## src/rtl/key_debounce.sv

```systemverilog
// rtl/key_debounce.sv - synchronised, debounced active-low key with press/release pulses and en_buz toggle.
// Define KEY_LONG_PRESS_EN to add the key_long hold pulse (which also silences en_buz).
module key_debounce #(
  parameter int unsigned DEB_MAX  = 1_000_000,
  parameter int unsigned LONG_MAX = 100_000_000,
  parameter int unsigned CNT_W    = 27
) (
  input  logic clk,
  input  logic rst_n,
  input  logic key_n,
  output logic key_state,
  output logic key_press,
  output logic key_release,
  output logic key_long,
  output logic en_buz
);

  localparam logic [1:0] IDLE        = 2'd0;
  localparam logic [1:0] PRESS_DEB   = 2'd1;
  localparam logic [1:0] PRESSED     = 2'd2;
  localparam logic [1:0] RELEASE_DEB = 2'd3;

  localparam logic [CNT_W-1:0] DEB_TERM = CNT_W'(DEB_MAX - 1);
  localparam int unsigned      CNT_NEED = (DEB_MAX > LONG_MAX) ? DEB_MAX : LONG_MAX + 1;

  // The long-press counter parks at LONG_MAX, so that value must be representable.
  if ($clog2(CNT_NEED) > CNT_W) begin : g_cnt_w_too_small
    $error("key_debounce: CNT_W too narrow for DEB_MAX/LONG_MAX");
  end

`ifdef KEY_LONG_PRESS_EN
  localparam logic [CNT_W-1:0] LONG_TERM = CNT_W'(LONG_MAX - 1);
`endif

  logic             sync1_q, sync2_q;
  logic             k_s;
  logic [1:0]       state_q, state_d;
  logic [CNT_W-1:0] cnt_q, cnt_d;
  logic             key_state_q, key_state_d;
  logic             press_q, press_d;
  logic             release_q, release_d;
  logic             long_q, long_d;
  logic             en_buz_q, en_buz_d;

  assign k_s = ~sync2_q;

  always_comb begin
    state_d     = state_q;
    cnt_d       = cnt_q;
    key_state_d = key_state_q;
    press_d     = 1'b0;
    release_d   = 1'b0;
    long_d      = 1'b0;
    en_buz_d    = en_buz_q;
    case (state_q)
      IDLE: begin
        if (k_s) begin
          state_d = PRESS_DEB;
          cnt_d   = '0;
        end
      end
      PRESS_DEB: begin
        if (!k_s) begin
          state_d = IDLE;
        end else if (cnt_q == DEB_TERM) begin
          state_d     = PRESSED;
          cnt_d       = '0;
          press_d     = 1'b1;
          key_state_d = 1'b1;
          en_buz_d    = ~en_buz_q;
        end else begin
          cnt_d = cnt_q + CNT_W'(1);
        end
      end
      PRESSED: begin
        if (!k_s) begin
          state_d = RELEASE_DEB;
          cnt_d   = '0;
        end
`ifdef KEY_LONG_PRESS_EN
        // Step once past LONG_TERM and park there: one key_long per hold.
        else if (cnt_q < LONG_TERM) begin
          cnt_d = cnt_q + CNT_W'(1);
        end else if (cnt_q == LONG_TERM) begin
          cnt_d    = cnt_q + CNT_W'(1);
          long_d   = 1'b1;
          en_buz_d = 1'b0;
        end
`endif
      end
      RELEASE_DEB: begin
        if (k_s) begin
          state_d = PRESSED;
          cnt_d   = '0;
        end else if (cnt_q == DEB_TERM) begin
          state_d     = IDLE;
          cnt_d       = '0;
          release_d   = 1'b1;
          key_state_d = 1'b0;
        end else begin
          cnt_d = cnt_q + CNT_W'(1);
        end
      end
      default: begin
        state_d = IDLE;
        cnt_d   = '0;
      end
    endcase
  end

  always_ff @(posedge clk or negedge rst_n) begin
    if (!rst_n) begin
      sync1_q     <= 1'b1;
      sync2_q     <= 1'b1;
      state_q     <= IDLE;
      cnt_q       <= '0;
      key_state_q <= 1'b0;
      press_q     <= 1'b0;
      release_q   <= 1'b0;
      long_q      <= 1'b0;
      en_buz_q    <= 1'b0;
    end else begin
      sync1_q     <= key_n;
      sync2_q     <= sync1_q;
      state_q     <= state_d;
      cnt_q       <= cnt_d;
      key_state_q <= key_state_d;
      press_q     <= press_d;
      release_q   <= release_d;
      long_q      <= long_d;
      en_buz_q    <= en_buz_d;
    end
  end

  assign key_state   = key_state_q;
  assign key_press   = press_q;
  assign key_release = release_q;
  assign key_long    = long_q;
  assign en_buz      = en_buz_q;

endmodule

```

## config.mk

```make
export PLATFORM = sky130hd
export DESIGN_NAME = key_debounce
export DESIGN_NICKNAME = d
export VERILOG_FILES = /design/src/rtl/key_debounce.sv
export SDC_FILE = /design/constraint.sdc
export NUM_CORES = 1
export LEC_CHECK = 0
export BUFFER_PORTS_ARGS = -buffer_cell sky130_fd_sc_hd__buf_2
export CAP_MARGIN = 40
export CORE_UTILIZATION = 50
export DETAILED_ROUTE_END_ITERATION = 10
export GPL_TIMING_DRIVEN = 0
export PLACE_DENSITY = 0.72
export SYNTH_ARGS = -nofsm -noshare
export SYNTH_HDL_FRONTEND = slang
export SYNTH_SLANG_ARGS = --single-unit
```

## constraint.sdc

```tcl
create_clock -name clk -period 2.9 [get_ports clk]
set_input_delay 0.29 -clock clk [delete_from_list [all_inputs] [get_ports clk]]
set_output_delay 0.29 -clock clk [all_outputs]
set_load 0.05 [all_outputs]
```

## Word-level counts from Yosys, hierarchy flattened

Index checks and enable logic that the tools add are counted.

| storage, ports and cells | value |
|---|---|
| output and inout port bits | 5 |
| input port bits | 3 |
| register bits after elaboration | 35 |
| word-level logic and storage cells | 52 |

| cells by class | value |
|---|---|
| add/subtract/negate cells | 1 |
| muxes and demuxes | 23 |
| bitwise gates (word level) | 2 |
| equality and inequality tests | 12 |
| reduce and logical (&&, ||, !) cells | 6 |

Operators with widths:

| kind | number |
|---|---|
| $mux 27 | 5 |
| $pmux 27 s4 | 1 |
| $add 27x1->27 const B | 1 |
| $eq 27x20->1 const B | 1 |
| $mux 2 | 6 |
| $ne 2x2->1 const B | 6 |
| $mux 1 | 9 |
| $pmux 2 s4 | 1 |
| $ne 3x3->1 const B | 2 |
| $reduce_and 3->1 | 2 |
| $reduce_and 5->1 | 1 |
| $eq 2x2->1 const B | 2 |
| $reduce_and 4->1 | 1 |
| $eq 2x1->1 const B | 1 |
| $logic_not 2->1 | 1 |
| $not 1->1 | 2 |
| $pmux 1 s2 | 1 |
| $reduce_bool 2->1 | 1 |

## Longest topological paths before layout

Gate-level depths: netlist (run 1).

| depth | value |
|---|---|
| depth in word-level cells | 4 |
| gate-level depth with buffers | 8 |
| mapped depth without buffers | 6 |

## Worst setup path after synthesis (run 1)

Ideal clock, no wire load.

| path | value |
|---|---|
| kind | flip-flop to flip-flop |
| start point | register cnt_q[0] |
| end point | register cnt_q[26] |
| cell stages (with the launch flop) | 7 |
| clock period less this slack | 2.101 ns |
| data required time | 2.774 ns |
| setup time | 0.126 ns |
| path buffers | 0 |
| arrival time | 1.975 ns |
| slack | 0.799 ns |
| cells stage by stage | dfrtp_1 > ha_1 > nand3_1 > or2_2 > or4_1 > and3_1 > a221o_1 |

| between the ends | value |
|---|---|
| cells in the longest elaborated chain, start to end | 4 |
| elaborated cells on any way between the ends | 6 |
| classes of those cells | add/sub: 1; eq/ne: 1; mux: 4 |

RTL lines:

| element | line | source |
|---|---|---|
| from (decl) | 38 | `logic [CNT_W-1:0] cnt_q, cnt_d;` |
| from (signal assigned) | 126 | `cnt_q <= cnt_d;` |
| $add 27x1->27 or $eq 27x20->1 (tied branches) | - |  |
| $mux 27 * | 65, 95 |  |
| $mux 27 (on tied branches) | 92, 63 |  |
| $pmux 27 s4 * | 55 | `case (state_q)` |

Every way passes the cells marked *; elsewhere a longest branch is shown, timed or not. The select of a mux whose other input is x is not followed.
A chain may end at the register's enable or synchronous reset.

## Worst setup path after layout (run 1)

Ends and elaborated chain as after synthesis.

==> results.md, run 1 <==
- Status: complete, no violations
- Synth top area share: 0.4397
- CP Max Fanout: 5
- Max-cap viol count: 0
- FF+latch area: 878.3 sq um
- Pre-CTS setup slack: 0.6028 ns
- 1st-iter DRT viols: 127
- Die Ht: 63.29 um
- Final Util: 0.6035
- Sequential area share after synthesis: 0.4677
- Mean area per synthesized cell: 9.631 sq um
- Worst Setup EP: cnt_q[26]
- DRT Pass-1 Iters: 4
- Setup slack, reg-to-reg: 0.57 ns
- Number of flops mapped to enable cells by yosys: 0
- Clock-pin slew on the worst setup and hold paths: 0.07 ns
- Worst vdd ir: 0.3788 mV
- CORE AREA: 3468 sq um
- Period utilisation layout: 0.8026
- Largest net degree at the start of global routing: 36
- Ant diodes: 0
- Fin. max-slew vios: 0
- Worst R2R Start: cnt_q[0]
- Unrepaired setup endpoints after global routing: no
- Detailed-route wire length: 4.149 mm
- First-pass GRT wire length: 7.051 mm
- CP Launch Point: cnt_q[0]
- Die W: 63.29 um
- Quantity of gates resized following cts: 0
- Row count: 21
- CTS root buffer: clkbuf_8
- DP Cell Count: 248
- # clock sinks: 35
- CTS H-tree lvls: 2
- Overall power: 0.001038 W
- Clock latency at the later pin of the worst-skew pair: 0.30 ns
- Final #Nets: 213
- Synth warnings: 0
- Final setup fails: 0
- Syn nets: 199
- Max Clock Freq: 429.6 MHz
- Vias after detailed routing: 1,622
- Setup TNS: 0 ns
- Synth Instances: 195
- Tmin final: 2.328 ns
- Area Growth Syn to Fin: 11.46%
- CTS Hold Bufs: 0
- Total GRT Usage: 0.2308
- Crit path kind: flip-flop to flip-flop
- Post-CTS Setup Inserts: 0
- IO buf count: 6
- Power per cell area: 496.0 nW/um^2
- Critical Path RT: 3.08 ns
- Worst slew margin: 0.4868
- Multi-input gate area: 952.2 sq um
- Share of synthesized flip-flops with an asynchronous set or reset: 1.000
- Final GP Congestion: 0.8978
- Antenna violations before repair: 0
- Starting density of the core: 0.5415
- Antenna-violating nets left: 0
- Main flop type after synthesis: dfrtp_1
- FF-to-FF End: cnt_q[26]
- Worst-Margin Slew: 0.7646 ns
- Fillers: 308
- # DRC: 0
- Hpwl dp: 2.861 mm
- Area contributors post-synth: dfrtp_1 (44%), a31oi_1 (5.0%), nand4_1 (4.0%)
- Post-synth cell types: 44
- Number of global-route vias before repair: 1,510
- Setup crit end kind: flip-flop
- P_leak: 0.9035 nW
- Proportion of layout cells with a drive suffix above 1: 0.1429
- Top-count cell post-synth: dfrtp_1
- Hold Path Class: input pin to async pin
- Total CTS buffers: 5
- Die Area: 4005 sq um
- Setup WS post-layout: 0.5723 ns
- Skew final: 0.006593 ns
- Top cells by count, synth: dfrtp_1 (33), nand2_1 (16), nor2_1 (16)
- TritonCTS clock tree: done
- Max Buffers Root-to-Sink: 2
- Worst reg-to-reg path cell count: 6
- Hold Vio Cnt, Final: 0
- CP Launch Type: flip-flop
- Fin cells: 256
- Routed vias/inst: 6.336
- Num ports: 8
- Cell taking the most area after synthesis: dfrtp_1
- Post-synthesis register bit count: 35
- Arr. time, crit path: 2.51 ns
- GR Overflow Total: 0
- WL/cell: 16.21 um
- Netlist Area Pre-Place: 1878 sq um
cell families after synthesis:
logic type	synth area share
buffers and inverters	0.02532
xor gates and xnor gates	0.03731
adders and majority gates	0.006661
DFF	0.4677
and+or+nand+nor	0.2758
other	0.001997
AOI/OAI and AO/OA	0.1852
metrics by stage:
stage	cell area [sq um]	hold slack, ns
6_report	2093	0.05158
5_1_grt	2093	0.07993
4_1_cts	2093	0.08870
3_5_place_dp	1976	0.3487
3_3_place_gp	1966	0.3454
2_1_floorplan	1878	-0.005591
critical path, cell delays in order (launching register included):
cell     delay, ns
dfrtp_1       0.41
ha_1          0.24
nand3_1       0.17
or2_2         0.38
or4_1         0.56
and3_1        0.21
a221o_1       0.26
layout make-up:
cell class / count / share of cell area
Buffer: 7 / 0.01913
Clock buffer: 6 / 0.03945
Clock inverter: 2 / 0.01674
Inverter: 2 / 0.003586
Multi-Input combinational cell: 151 / 0.4549
Sequential cell: 35 / 0.4196
Tap cell: 46 / 0.02750
Timing Repair Buffer: 7 / 0.01913
how the worst min path moves through the flow:
stage                      to  slack (ns)  cells past startpoint
floorplan           async pin      -0.006                      0
global placement      sync2_q        0.35                      0
detailed placement    sync2_q        0.35                      0
CTS                 cnt_q[23]        0.09                      1
global route          sync1_q        0.08                      1
finish              cnt_q[23]        0.05                      1
placed cells by master (no fill, tap or decap), types with 4 or more instances in the layout:
cell type / Yosys / final
buf_2: 2 / 8
nor2_1: 16 / 16
nand2_1: 16 / 16
clkbuf_8: 0 / 6
nor4_1: 5 / 5
nor3_1: 4 / 4
and3_1: 8 / 8
o21ai_0: 9 / 9
a31oi_1: 15 / 15
nand3_1: 7 / 7
nand4_1: 12 / 12
dfrtp_1: 33 / 33
nand2b_1: 4 / 4
xor2_1: 5 / 5
a21oi_1: 9 / 9
power by group:
group / internal, W / total, W / switching (W)
clock: 0.000278 / 0.000460 / 0.000182
combinational: 0.0000198 / 0.0000616 / 0.0000418
sequential: 0.000501 / 0.000517 / 0.0000153
routing by layer:
| metal | GRT usage | routed length [um] | part of all wire |
|---|---|---|---|
| met5 | 0 | 0 | 0 |
| met4 | 0.07386 | 65 | 0.016 |
| met3 | 0.06522 | 270 | 0.065 |
| met2 | 0.3575 | 1948 | 0.47 |
| met1 | 0.3121 | 1864 | 0.45 |
sequential cells by signal, summed over array words and instances (netlist names), named ones only:
signal       flops
key_press        1
key_state        1
sync1_q          1
key_release      1
state_q          1
en_buz           1
sync2_q          1
cnt_q           27
Note: power is estimated with default switching activity, not from simulation.
==> run 2, diff against run 1 <==
==> constraint.sdc (replaced) <==
create_clock -name clk -period 2.2 [get_ports clk]
set_input_delay 0.22 -clock clk [delete_from_list [all_inputs] [get_ports clk]]
set_output_delay 0.22 -clock clk [all_outputs]
set_load 0.05 [all_outputs]
==> run 2 against run 1 <==
  * The flow now finishes with violations (negative hold slack)
  * Clock skew increased by 0.0015 ns
  * Cell count up 3.9%
  * Maximum frequency rose by 8.7%
  * Die area unchanged
  * Register-to-register slack lost 0.51 ns
  * Hold slack worse by 0.063 ns
  * Clock power up 32%
  * Worst setup slack worse by 0.51 ns
  * Count of clock-buffer cells in the layout did not move
  * Core utilization grew 3.9 points
  * Design area up 6.4%
  * Critical path type unchanged
  * Critical endpoint unchanged
  * Highest routed layer unchanged
==> results.md, run 2 (synthesized netlist as in run 1, its figures left out) <==
- Status: complete, but fails checks
- Failing checks: negative hold slack
- Row count: 21 (unchanged)
- Clock power share: 0.435 (-0.008)
- Arr. time, crit path: 2.32 ns (-0.19 ns)
- Die Area: 4005 sq um (unchanged)
- Reg with most FFs: cnt_q
- Area Growth Syn to Fin: 18.59%
- Most common cell after layout, fill and taps aside: dfrtp_1
- CP Launch Type: flip-flop
- Skew final: 0.008101 ns (+0.001508 ns)
- Antenna-violating nets left: 0 (unchanged)
- Ant diodes: 0 (unchanged)
- Worst-Margin Slew: 0.7969 ns (+0.03234 ns)
- Final Util: 0.6421 (+0.03860)
- CP Max Fanout: 5 (unchanged)
- Die W: 63.29 um (unchanged)
- CTS Hold Bufs: 0 (unchanged)
- Hold WS: -0.01100 ns (-0.06259 ns)
- Proportion of layout cells with a drive suffix above 1: 0.2273 (+0.08442)
- Max Clock Freq: 467.2 MHz (+8.7%)
- Worst slew margin: 0.4651 (-0.02170)
- CTS root buffer: clkbuf_8
- Worst R2R Start: cnt_q[1]
- Total CTS buffers: 5 (unchanged)
- GR Overflow Total: 0 (unchanged)
- Comb power frac: 0.073 (+0.014)
- Net Sw Frac: 0.2318 (+0.001581)
- Clock latency at the later pin of the worst-skew pair: 0.30 ns (about the same)
- Net switching power figure: 0.0003221 W (+35%)
- DP Area: 1976 sq um (unchanged)
- # clock sinks: 35 (unchanged)
- Final setup fails: 0 (unchanged)
- Hold Vio Cnt, Final: 8 (+8)
- Worst vdd ir: 0.5044 mV (+33%)
- Total GRT Usage: 0.2320 (+0.001168)
- Largest register FFs: 27 (unchanged)
- Crit path kind: flip-flop to flip-flop
- CP Launch Point: cnt_q[1]
- DRT Pass-1 Iters: 4 (unchanged)
- Share of power burned in registers: 0.492 (-0.006)
- FF-to-FF End: cnt_q[26]
- P_leak: 0.9556 nW (+5.8%)
- Final #Nets: 223 (+4.7%)
- Largest net degree at the start of global routing: 36 (unchanged)
- Max-cap viol count: 0 (unchanged)
- WL/cell: 16.59 um (+2.3%)
- Max Buffers Root-to-Sink: 2 (unchanged)
- Design area: 2227 sq um (+6.4%)
- TritonCTS clock tree: done
- Worst reg-to-reg path cell count: 6 (unchanged)
- Clock-pin slew on the worst setup and hold paths: 0.07 ns (about the same)
- Cell-internal power: 0.001068 W (+34%)
- First-pass GRT wire length: 7.093 mm (+0.60%)
- Hold Path Class: input pin to async pin
- Antenna violations before repair: 0 (unchanged)
- Setup slack, reg-to-reg: 0.06 ns (-0.51 ns)
- CORE AREA: 3468 sq um (unchanged)
- Num ports: 8 (unchanged)
- Detailed-route wire length: 4.412 mm (+6.3%)
- Die Ht: 63.29 um (unchanged)
- Starting density of the core: 0.5415 (unchanged)
- Fin cells: 266 (+3.9%)
- Most frequent cells in the layout: dfrtp_1 (30), nand2_1 (16), nor2_1 (15), a31oi_1 (15), nand4_1 (12)
- Setup crit end kind: flip-flop
- Vias after detailed routing: 1,683 (+3.8%)
- Critical Path RT: 2.38 ns (-0.70 ns)
- Final GP Congestion: 0.8978 (unchanged)
- Worst Setup EP: cnt_q[26]
- IO buf count: 6 (unchanged)
- Tmin final: 2.141 ns (-0.1870 ns)
- DP Cell Count: 248 (unchanged)
- Power per cell area: 624.0 nW/um^2 (+26%)
- Hpwl dp: 2.861 mm (unchanged)
- Period utilisation layout: 0.9730 (+0.1704)
- # DRC: 0 (unchanged)
- CTS H-tree lvls: 2 (unchanged)
- Number of global-route vias before repair: 1,524 (+0.93%)
- Fin. max-slew vios: 0 (unchanged)
- 1st-iter DRT viols: 138 (+8.7%)
- Unrepaired setup endpoints after global routing: yes
- Routed vias/inst: 6.327 (-0.14%)
-- run 2: worst max-delay path, cell delays in order, from the launching register on --
cell and delay, ns:
dfrtp_1 0.41, ha_4 0.18, nand3_2 0.12, or2_4 0.29, or4_1 0.57, and3_4 0.20
a221o_1 0.26
-- run 2: timing repair --
item	in CTS	in global routing
cloned	0	2
resized for setup	4	10
pin swaps	1	4
endpoints found under the setup margin	13	15
setup buffers	1	9
-- run 2: power groups by stage --
stage          logic (W)  registers (W)  clock network, W
2_1_floorplan  0.0000523       0.000689                 0
3_3_place_gp   0.0000783       0.000692                 0
3_5_place_dp   0.0000807       0.000693                 0
4_1_cts        0.0000873       0.000681          0.000610
5_1_grt         0.000113       0.000686          0.000634
6_report        0.000102       0.000683          0.000605
-- run 2: per-layer routing --
| metal | share of wire | global-route usage | vias to the layer above |
|---|---|---|---|
| li1 | - | - | 794 |
| met1 | 0.46 | 0.3121 | 819 |
| met2 | 0.47 | 0.3616 | 63 |
| met3 | 0.067 | 0.06522 | 7 |
| met4 | 0.011 | 0.07386 | 0 |
| met5 | 0 | 0 | - |
-- run 2: per-stage QoR --
step	TNS [ns]	setup WS, ns	total power, W
5_1_grt	-0.1157	-0.03064	0.001433
2_1_floorplan	0	0.09879	0.0007409
3_3_place_gp	-0.04326	-0.03878	0.0007700
4_1_cts	0	0.03438	0.001378
3_5_place_dp	-0.3985	-0.09725	0.0007734
6_report	0	0.05936	0.001390
-- run 2: worst min-delay path by stage --
stage,endpoint,slack [ns],from,cells after the start
floorplan,async pin,-0.08,rst_n,0
global placement,cnt_q[23],0.32,rst_n,1
detailed placement,sync1_q,0.33,key_n,1
CTS,cnt_q[23],0.02,rst_n,1
global route,sync1_q,0.01,key_n,1
finish,cnt_q[23],-0.01,rst_n,1
-- run 2: layout make-up --
class / instances / area [sq um]
Timing Repair Buffer: 18 / 120.1
Clock inverter: 2 / 35.03
Clock buffer: 6 / 82.58
Buffer: 5 / 38.79
Sequential cell: 35 / 882.1
Tap cell: 46 / 57.56
Fill cell: 285 / 1241
Multi-Input combinational cell: 152 / 1003
Inverter: 2 / 7.507
